===== config.mk =====
export PLATFORM = sky130hd
export DESIGN_NAME = lfsr_stream_gen
export DESIGN_NICKNAME = d
export VERILOG_FILES = /design/src/rtl/lfsr_stream_gen.sv
export SDC_FILE = /design/constraint.sdc
export NUM_CORES = 1
export LEC_CHECK = 0
export BUFFER_PORTS_ARGS = -buffer_cell sky130_fd_sc_hd__buf_2
export CORE_ASPECT_RATIO = 1.4
export CORE_MARGIN = 1
export CORE_UTILIZATION = 48
export CTS_BUF_LIST = sky130_fd_sc_hd__clkbuf_16
export CTS_CLUSTER_DIAMETER = 50
export DETAILED_ROUTE_END_ITERATION = 10
export PLACE_DENSITY = 0.76
export SLEW_MARGIN = 30
export SYNTH_ARGS = -nofsm -noshare
export SYNTH_HDL_FRONTEND = slang
export SYNTH_SLANG_ARGS = --single-unit

===== constraint.sdc =====
create_clock -name clk -period 1.8 [get_ports clk]
set_clock_uncertainty 0.1 [all_clocks]
set_input_delay 0.18 -clock clk [delete_from_list [all_inputs] [get_ports clk]]
set_output_delay 0.18 -clock clk [all_outputs]
set_load 0.02 [all_outputs]

===== src/rtl/lfsr_stream_gen.sv =====
// Parametrised LFSR stream generator: Fibonacci/Galois, OUT_BITS per handshake, lockup detect.
// Optional handshake period counter enabled by defining LFSR_PERIOD_CNT_EN.
module lfsr_stream_gen #(
    parameter int unsigned      WIDTH        = 16,
    parameter int unsigned      OUT_BITS     = 1,
    parameter logic [WIDTH-1:0] DEFAULT_SEED = WIDTH'(16'h0001),
    parameter logic [WIDTH-1:0] DEFAULT_TAPS = WIDTH'(16'h002D)
) (
    input  logic                clk,
    input  logic                reset,
    input  logic                load,
    input  logic [WIDTH-1:0]    seed,
    input  logic [WIDTH-1:0]    taps,
    input  logic                mode,
    input  logic                en,
    input  logic                out_ready,
    output logic                out_valid,
    output logic [OUT_BITS-1:0] out_data,
    output logic [WIDTH-1:0]    state_o,
`ifdef LFSR_PERIOD_CNT_EN
    output logic                period_valid,
    output logic [WIDTH-1:0]    period_out,
`endif
    output logic                lockup
);

    typedef enum logic [1:0] {
        IDLE   = 2'd0,
        RUN    = 2'd1,
        LOCKED = 2'd2
    } fsm_t;

    fsm_t                fsm_q, fsm_d;
    logic [WIDTH-1:0]    state_q, state_d;
    logic [WIDTH-1:0]    taps_q, taps_d;
    logic                mode_q, mode_d;
    logic [WIDTH-1:0]    step_state;
    logic [OUT_BITS-1:0] step_bits;
    logic                handshake;

    // OUT_BITS single steps unrolled; bit i is the bit emitted by step i.
    always_comb begin
        step_state = state_q;
        step_bits  = '0;
        for (int i = 0; i < int'(OUT_BITS); i++) begin
            step_bits[i] = step_state[0];
            if (mode_q) begin
                step_state = (step_state >> 1) ^ ({WIDTH{step_state[0]}} & taps_q);
            end else begin
                step_state = {^(step_state & taps_q), step_state[WIDTH-1:1]};
            end
        end
    end

    // State register and configuration capture.
    always_ff @(posedge clk or posedge reset) begin
        if (reset) begin
            fsm_q   <= IDLE;
            state_q <= DEFAULT_SEED;
            taps_q  <= DEFAULT_TAPS;
            mode_q  <= 1'b0;
        end else begin
            fsm_q   <= fsm_d;
            state_q <= state_d;
            taps_q  <= taps_d;
            mode_q  <= mode_d;
        end
    end

    // Next state; a load masks out_valid so a colliding beat is never seen as transferred.
    always_comb begin
        fsm_d     = fsm_q;
        state_d   = state_q;
        taps_d    = taps_q;
        mode_d    = mode_q;
        out_valid = 1'b0;
        lockup    = 1'b0;
        handshake = 1'b0;

        case (fsm_q)
            IDLE:    out_valid = 1'b0;
            RUN:     out_valid = en & ~load;
            LOCKED:  lockup    = 1'b1;
            default: fsm_d     = IDLE;
        endcase

        handshake = out_valid & out_ready;

        if (load) begin
            state_d = seed;
            taps_d  = taps;
            mode_d  = mode;
            fsm_d   = (seed == '0) ? LOCKED : RUN;
        end else if (handshake) begin
            state_d = step_state;
            fsm_d   = (step_state == '0) ? LOCKED : RUN;
        end
    end

    assign out_data = step_bits;
    assign state_o  = state_q;

`ifdef LFSR_PERIOD_CNT_EN
    logic [WIDTH-1:0] seed_q;
    logic [WIDTH-1:0] cnt_q;
    logic [WIDTH-1:0] cnt_inc;

    assign cnt_inc = (cnt_q == '1) ? cnt_q : cnt_q + WIDTH'(1);

    // Handshakes since load; reports the count whenever the state returns to the loaded seed.
    always_ff @(posedge clk or posedge reset) begin
        if (reset) begin
            seed_q       <= DEFAULT_SEED;
            cnt_q        <= '0;
            period_valid <= 1'b0;
            period_out   <= '0;
        end else begin
            period_valid <= 1'b0;
            if (load) begin
                seed_q <= seed;
                cnt_q  <= '0;
            end else if (handshake) begin
                if (step_state == seed_q) begin
                    period_valid <= 1'b1;
                    period_out   <= cnt_inc;
                    cnt_q        <= '0;
                end else begin
                    cnt_q <= cnt_inc;
                end
            end
        end
    end
`endif

endmodule


# Word level (Yosys, flattened, before mapping)
# Index checks and enable logic that the tools add are counted.
# word_totals
regBits	35
latch_bits	0
ram_bits	0
rom_bits	0
inputBits	38
n_memories	0
# op_classes
addsub	0
n_mul	0
div	0
magnitude_cmp	0
n_eq_ne	3
shifts	0
n_mux	10
n_bitwise	6
n_reduce_logical	6
# ops
cell	n
$mux W16	3
$and A16 B16 Y16	2
$logic_not A16 Y1	2
$reduce_xor A16 Y1	1
$xor A15 B16 Y16	1
$mux W2	5
$ne A3 B1 Y1 const B	1
$reduce_or A3 Y1	1
$and A1 B1 Y1	2
$eq A2 B1 Y1 const B	1
$eq A2 B2 Y1 const B	1
$logic_not A2 Y1	1
$mux W1	2
$reduce_bool A2 Y1	1
$not A1 Y1	1

# Logic depth before layout (Yosys ltp)
# Gate-level depths: netlist (run 1).
# depth
ltp_word	7
mapped_depth	8

# Least setup slack after synthesis (run 1)
# OpenSTA, ideal clock, no wires.
# synth_path
kind	register to register
start	register state_q[0], in the netlist state_o[0]
end	register fsm_q[0]
setup_time_ps	129
arrival_time_ps	1731
required_time_ps	1571
setup_slack_ps	-160
path_stages_with_launch	8
n_path_buf	1
synth_period_minus_slack_ps	1960
cell_sequence	dfstp_2 > buf_6 > nand2_2 > nor4b_1 > o32ai_1 > nor4_2 > a21o_2 > o31ai_1
# synth_via
elab_chain_cells	7
# synth_lines
item	line_no	text
start: declaration	34	logic [WIDTH-1:0] state_q, state_d;
start signal: assignment	64	state_q <= state_d;
$and A16 B16 Y16 (on tied branches)	50, 48	
$reduce_xor A16 Y1 / $xor A15 B16 Y16 (equally long branches)	50, 48	
$mux W16 *	47	if (mode_q) begin
$logic_not A16 Y1 *	96	fsm_d = (step_state == '0) ? LOCKED : RUN;
$mux W2 *	96	
$mux W2 *	94	end else if (handshake) begin
$mux W2 *	89	if (load) begin
end signal: assignment	63	fsm_q <= fsm_d;
end: declaration	33	fsm_t fsm_q, fsm_d;
# Every way passes the cells marked *; elsewhere a longest branch is shown, timed or not.
# A chain may end at the register's enable or synchronous reset.

# Worst setup path in the final report (run 1)
# layout_path
start	register state_q[0], in the netlist state_o[0]
end	register fsm_q[1]
# Same word-level chain as after synthesis.

==> flow_metrics.py, run 1 <==
metrics = {
    "outcome": {
        "status": "finished, violations left",
        "failed_checks": "negative setup slack",
    },
    "worst_setup_path": {
        "path_cells": "and2_4 -> a211oi_1 -> o32ai_1 -> nor4_2 -> a21o_1 -> o31a_1",
        "start_kind": "flop",
        "r2r_end": "fsm_q[1]",
        "crit_path_end": "fsm_q[1]",
        "rrSetupSlack_ns": -0.14,
        "crit_fanout": 11,
        "slowest_delay_ns": 0.64,
        "arrival_ns": 2.00,
        "crit_start": "state_o[0]",
        "r2r_cells": 6,
        "r2r_start": "state_o[0]",
        "worst_path_max_delay_cell": "dfstp_2",
        "cp.required_ns": 1.86,
        "end_kind": "flop",
        "critical_path_class": "reg2reg",
    },
    "grt": {
        "grt_overflow": 0,
        "grt_max_degree": 36,
        "grt_usage_pct": 28.3,
        "grt_pass1_wl_um": 10700,
        "antenna_found_initial": 0,
        "grt_pass1_vias": 2333,
    },
    "finish": {
        "ff_latch_area_um2": 882,
        "instances_no_fill": 402,
        "fillers": 381,
        "nets": 377,
        "multiInputGateArea_um2": 1470,
        "drive_gt1_share_pct": 43.8,
        "areaGrowthSynthToFinish_pct": 37.1,
        "diodes": 0,
    },
    "cts": {
        "cts_tree": "yes",
        "root_buffer": "clkbuf_16",
        "cts_sinks": 35,
        "clk_pin_slew_ns": 0.06,
        "clock_path_buffers": 2,
        "cts_htree_levels": 2,
        "cts_buffers": 5,
        "clk_latency_ns": 0.28,
    },
    "detailed_routing": {
        "first_pass_iters": 4,
        "routed_wl_um": 6630,
        "drtIter0Drc": 81,
        "wl_per_cell_um": 16.5,
        "drc": 0,
        "vias": 2269,
        "ant_nets": 0,
        "viasPerCell": 5.64,
    },
    "timing": {
        "fmax_mhz": 515,
        "hold_viol_final": 0,
        "tightest_slew_ns": 0.461,
        "drv_slew": 0,
        "relSlewSlack_pct": 69.3,
        "final.setup.worst_slack_ns": -0.141,
        "holdWs_ns": 0.0321,
        "fin_crit_sh_pct": 108,
        "min_period_ns": 1.94,
        "grt_setup_unrepaired": "yes",
        "setup_viol_count_final": 3,
    },
    "die": {
        "num_io_pins": 57,
        "start_util_pct": 50.7,
        "die_x_um": 60.7,
        "die_area_um2": 5110,
        "fp.dieH_um": 84.2,
        "core_um2": 4570,
        "fp-row-count": 29,
    },
    "logic_synthesis": {
        "ys_seq_elements": 35,
        "synth_ff_type": "dfrtp_1",
        "synth.most_common_cell": "nand2_1",
        "ys_types": 43,
        "syn_nets": 286,
        "yosysTopAreaCell": "dfrtp_1",
        "synthArstFlopShare_pct": 100,
        "synth_edf_count": 0,
        "yosysWarnings": 0,
        "synth.avg_cell_area_um2": 9.34,
        "synth_common_cells": "nand2_1 (63), dfrtp_1 (30), xor2_1 (26), mux2_2 (17)",
        "yosys-top-cells-area": "dfrtp_1 (32%), nand2_1 (10%), xor2_1 (9.8%), mux2_2 (8.3%), dfstp_2 (5.7%)",
        "synthCells": 248,
        "synth.top_cell.area_share_pct": 32.4,
        "ys_seq_area_share_pct": 38.1,
        "syn_area_um2": 2320,
    },
    "placement": {
        "place_congestion": 0.958,
        "dp.cells": 392,
        "dp_hpwl_um": 5070,
        "numPortBuffers": 56,
    },
    "worst_hold_path": {
        "hold_path.class": "in2reg",
    },
    "pwr": {
        "ir_worst_vdd_mv": 0.631,
        "p_per_area_nw_per_um2": 951,
        "leakage_nw": 1.41,
        "p_total_mw": 3.02,
    },
    "run": {
        "maxCapViolCount": 0,
    },
}
## cell type report
| type | count | area share (%) |
|---|---|---|
| Clock buffer | 5 | 3.94 |
| Clock inverter | 3 | 0.394 |
| Inverter | 1 | 0.118 |
| Multi-Input combinational cell | 198 | 46.4 |
| Sequential cell | 35 | 27.8 |
| Tap cell | 62 | 2.44 |
| Timing Repair Buffer | 98 | 19.0 |
## kinds of logic after synthesis
kind of cell / share of synthesized area [%]
AO/OA/AOI/OAI: 14.7
XOR/XNOR: 14.0
buffers and inverters: 3.46
flip-flops: 38.1
multiplexers: 8.27
AND/OR/NAND/NOR: 21.5
## state kept, by name, indices dropped and copies added (netlist names)
name,count
state_o,16
taps_q,16
fsm_q,2
mode_q,1
## cell usage in the layout (no fill, tap or decap), types with 2 or more instances in the layout
master,netlist,layout
a211oi_1,5,5
a22oi_1,5,5
buf_2,3,56
buf_4,1,40
clkbuf_16,0,5
dfrtp_1,30,30
dfstp_2,5,5
inv_1,1,2
mux2_2,17,17
nand2_1,63,63
nand2b_1,6,6
nand4b_1,5,5
nor2_1,3,3
nor3_1,3,2
nor4_1,4,4
nor4b_4,0,2
o21ai_0,4,3
o221ai_1,11,11
o31ai_1,2,2
o32ai_2,0,4
or2_2,7,7
xnor2_1,11,11
xor2_1,26,25
## stage by stage
stage / utilization, % / setup TNS (ns) / worst slack, ns / area (µm²)
after floorplan: - / -0.124 / -0.0677 / 2390
after global placement: 65.0 / -0.281 / -0.128 / 2970
after detailed placement: 65.0 / -0.431 / -0.178 / 2970
after CTS: 69.0 / -0.334 / -0.125 / 3160
after global routing: 69.5 / -0.733 / -0.249 / 3180
final: 69.5 / -0.415 / -0.141 / 3180
## worst max-delay path: cells and delay by family, from the launching register on
| family | cells | cell delay, ns |
|---|---|---|
| and+or+nand+nor | 2 | 0.37 |
| DFF | 1 | 0.64 |
| AOI/OAI and AO/OA | 4 | 0.70 |
## repair_timing
| action | in CTS | in global routing |
|---|---|---|
| endpoints found under the hold margin | 30 | 0 |
| endpoints found under the setup margin | 3 | 4 |
| setup buffers | 1 | 0 |
| pin swaps | 5 | 4 |
| hold buffers | 1 | 0 |
| resized for setup | 7 | 3 |
## worst min path at each step
stage	from	to	slack [ns]	cells past startpoint
3_3_place_gp	reset	taps_q[11]	0.20	3
2_1_floorplan	seed[10]	state_o[10]	0.21	2
4_1_cts	taps[15]	taps_q[15]	0.03	2
3_5_place_dp	reset	taps_q[11]	0.21	3
6_report	seed[9]	state_o[9]	0.03	3
5_1_grt	taps[8]	taps_q[8]	0.04	2
## power breakdown
| group | switching, mW | total, mW | internal [mW] |
|---|---|---|---|
| registers | 0.153 | 1.06 | 0.905 |
| logic | 0.608 | 1.15 | 0.543 |
| clock network | 0.311 | 0.810 | 0.500 |
| total | 1.07 | 3.02 | 1.95 |
## metal layers
layer	track usage, %	part of all wire (%)
met1	33.2	40
met2	46.3	52
met3	5.86	3.6
met4	16.3	4.7
met5	0	0
(Power assumes the default switching activity.)
==> run 2: changes to the inputs <==
--- a/config.mk
+++ b/config.mk
@@ -6,12 +6,14 @@
 export NUM_CORES = 1
 export LEC_CHECK = 0
 export BUFFER_PORTS_ARGS = -buffer_cell sky130_fd_sc_hd__buf_2
+export CAP_MARGIN = 5
 export CORE_ASPECT_RATIO = 1.4
 export CORE_MARGIN = 1
 export CORE_UTILIZATION = 48
 export CTS_BUF_LIST = sky130_fd_sc_hd__clkbuf_16
 export CTS_CLUSTER_DIAMETER = 50
 export DETAILED_ROUTE_END_ITERATION = 10
+export GPL_TIMING_DRIVEN = 0
 export PLACE_DENSITY = 0.76
 export SLEW_MARGIN = 30
 export SYNTH_ARGS = -nofsm -noshare
==> flow_metrics.py, run 2 (synthesized netlist as in run 1, its figures left out) <==
metrics = {
    "cts": {
        "cts_tree": "yes",
        "clock_path_buffers": 2,
        "cts_htree_levels": 2,
        "cts_sinks": 35,
        "clk_pin_slew_ns": 0.05,
        "cts_buffers": 5,
        "root_buffer": "clkbuf_16",
        "clk_latency_ns": 0.28,
    },
    "timing": {
        "fmax_mhz": 500,
        "fin_crit_sh_pct": 111,
        "holdWs_ns": 0.0267,
        "grt_setup_unrepaired": "yes",
        "hold_viol_final": 0,
        "setup_tns_ns": -0.472,
        "min_period_ns": 2.00,
        "setup_viol_count_final": 3,
        "relSlewSlack_pct": 50.2,
        "tightest_slew_ns": 0.747,
        "final.setup.worst_slack_ns": -0.200,
        "drv_slew": 0,
    },
    "grt": {
        "grt_max_degree": 36,
        "grt_pass1_vias": 2222,
        "grt_overflow": 0,
        "antenna_found_initial": 0,
        "grt_usage_pct": 28.8,
        "grt_pass1_wl_um": 10900,
    },
    "die": {
        "start_util_pct": 50.7,
        "core_um2": 4570,
        "num_io_pins": 57,
        "fp-row-count": 29,
        "die_x_um": 60.7,
        "fp.dieH_um": 84.2,
        "die_area_um2": 5110,
    },
    "pwr": {
        "leakage_nw": 1.29,
        "ir_worst_vdd_mv": 0.681,
        "p_per_area_nw_per_um2": 989,
        "p_total_mw": 2.99,
    },
    "detailed_routing": {
        "wl_met2_um": 3540,
        "met1Wirelength_um": 2600,
        "viasPerCell": 5.90,
        "ant_nets": 0,
        "drtIter0Drc": 109,
        "wl_per_cell_um": 17.9,
        "wl_met3_um": 436,
        "first_pass_iters": 5,
        "vias": 2214,
        "dr.max_layer_used": "met4",
        "drc": 0,
        "routed_wl_um": 6720,
    },
    "placement": {
        "numPortBuffers": 56,
        "place_area_um2": 2750,
        "dp_hpwl_um": 4700,
        "dp.cells": 366,
        "post-place-ws_ns": -0.278,
        "place_congestion": 0.881,
    },
    "worst_setup_path": {
        "end_kind": "flop",
        "arrival_ns": 2.12,
        "critical_path_class": "reg2reg",
        "crit_fanout": 10,
        "cp.required_ns": 1.92,
        "start_kind": "flop",
    },
    "finish": {
        "fin_area_um2": 3030,
        "drive_gt1_share_pct": 39.3,
        "nets": 350,
        "fillers": 400,
        "diodes": 0,
        "instances_no_fill": 375,
        "areaGrowthSynthToFinish_pct": 30.6,
        "post-route-util_pct": 66.2,
        "final_common_cell": "nand2_1",
        "final_cell_mix": "nand2_1 (63), buf_2 (57), dfrtp_1 (30), xor2_1 (25), mux2_2 (17)",
    },
    "outcome": {
        "failed_checks": "negative setup slack",
        "status": "finished, violations left",
    },
    "worst_hold_path": {
        "hold_path.class": "in2reg",
    },
    "run": {
        "maxCapViolCount": 0,
    },
}
run 2: changes by cell type in the layout (fill, tap and decap cells not counted), sizes merged:
cell	delta
inv	+2
buf	-33
clkbuf	+6
clkinv	-2
run 2: final timing paths:
path,start,end,slack (ns),depth (start not counted)
max,state_o[0],fsm_q[1],-0.20,7
min,taps[9],taps_q[9],0.03,2
max reg2reg,state_o[0],fsm_q[1],-0.20,7
min reg2reg,taps_q[15],taps_q[15],0.47,1
max in group asynchronous,reset,state_o[5],0.65,3
min in group asynchronous,reset,taps_q[11],0.48,3
run 2: cell type report:
type | count | area [µm²] | area share (%)
clock buffer | 5 | 125 | 4.14
timing repair buffer | 57 | 290 | 9.59
multi-input combinational | 198 | 1530 | 50.7
sequential | 35 | 882 | 29.2
inverter | 1 | 3.75 | 0.124
tap | 62 | 77.6 | 2.56
buffer | 14 | 103 | 3.39
clock inverter | 3 | 11.3 | 0.372
run 2: what timing repair did:
item                                   4_1_cts  5_1_grt
setup buffers                                0        0
pin swaps                                    4        1
setup endpoints to repair                   13       14
hold buffers                                 1        0
resized for setup                           11       16
endpoints found under the hold margin       30        0
run 2: layer usage:
layer  vias up  global-route usage [%]
li1       1012                       -
met1      1075                    37.8
met2       114                    45.9
met3        13                    4.16
met4         0                    13.0
met5         -                       0
run 2: critical path: stages (launching register included):
cell and delay [ns]:
dfstp_2 0.55, buf_8 0.15, nand2_8 0.12, o32ai_2 0.36, o32ai_2 0.17, nor4_4 0.19, a21o_1 0.16, o31a_1 0.13
run 2: power breakdown:
group	total, mW	switching (mW)	internal [mW]	leakage [nW]
clock network	0.813	0.316	0.497	0.0776
logic	1.09	0.597	0.489	0.799
registers	1.09	0.187	0.904	0.410
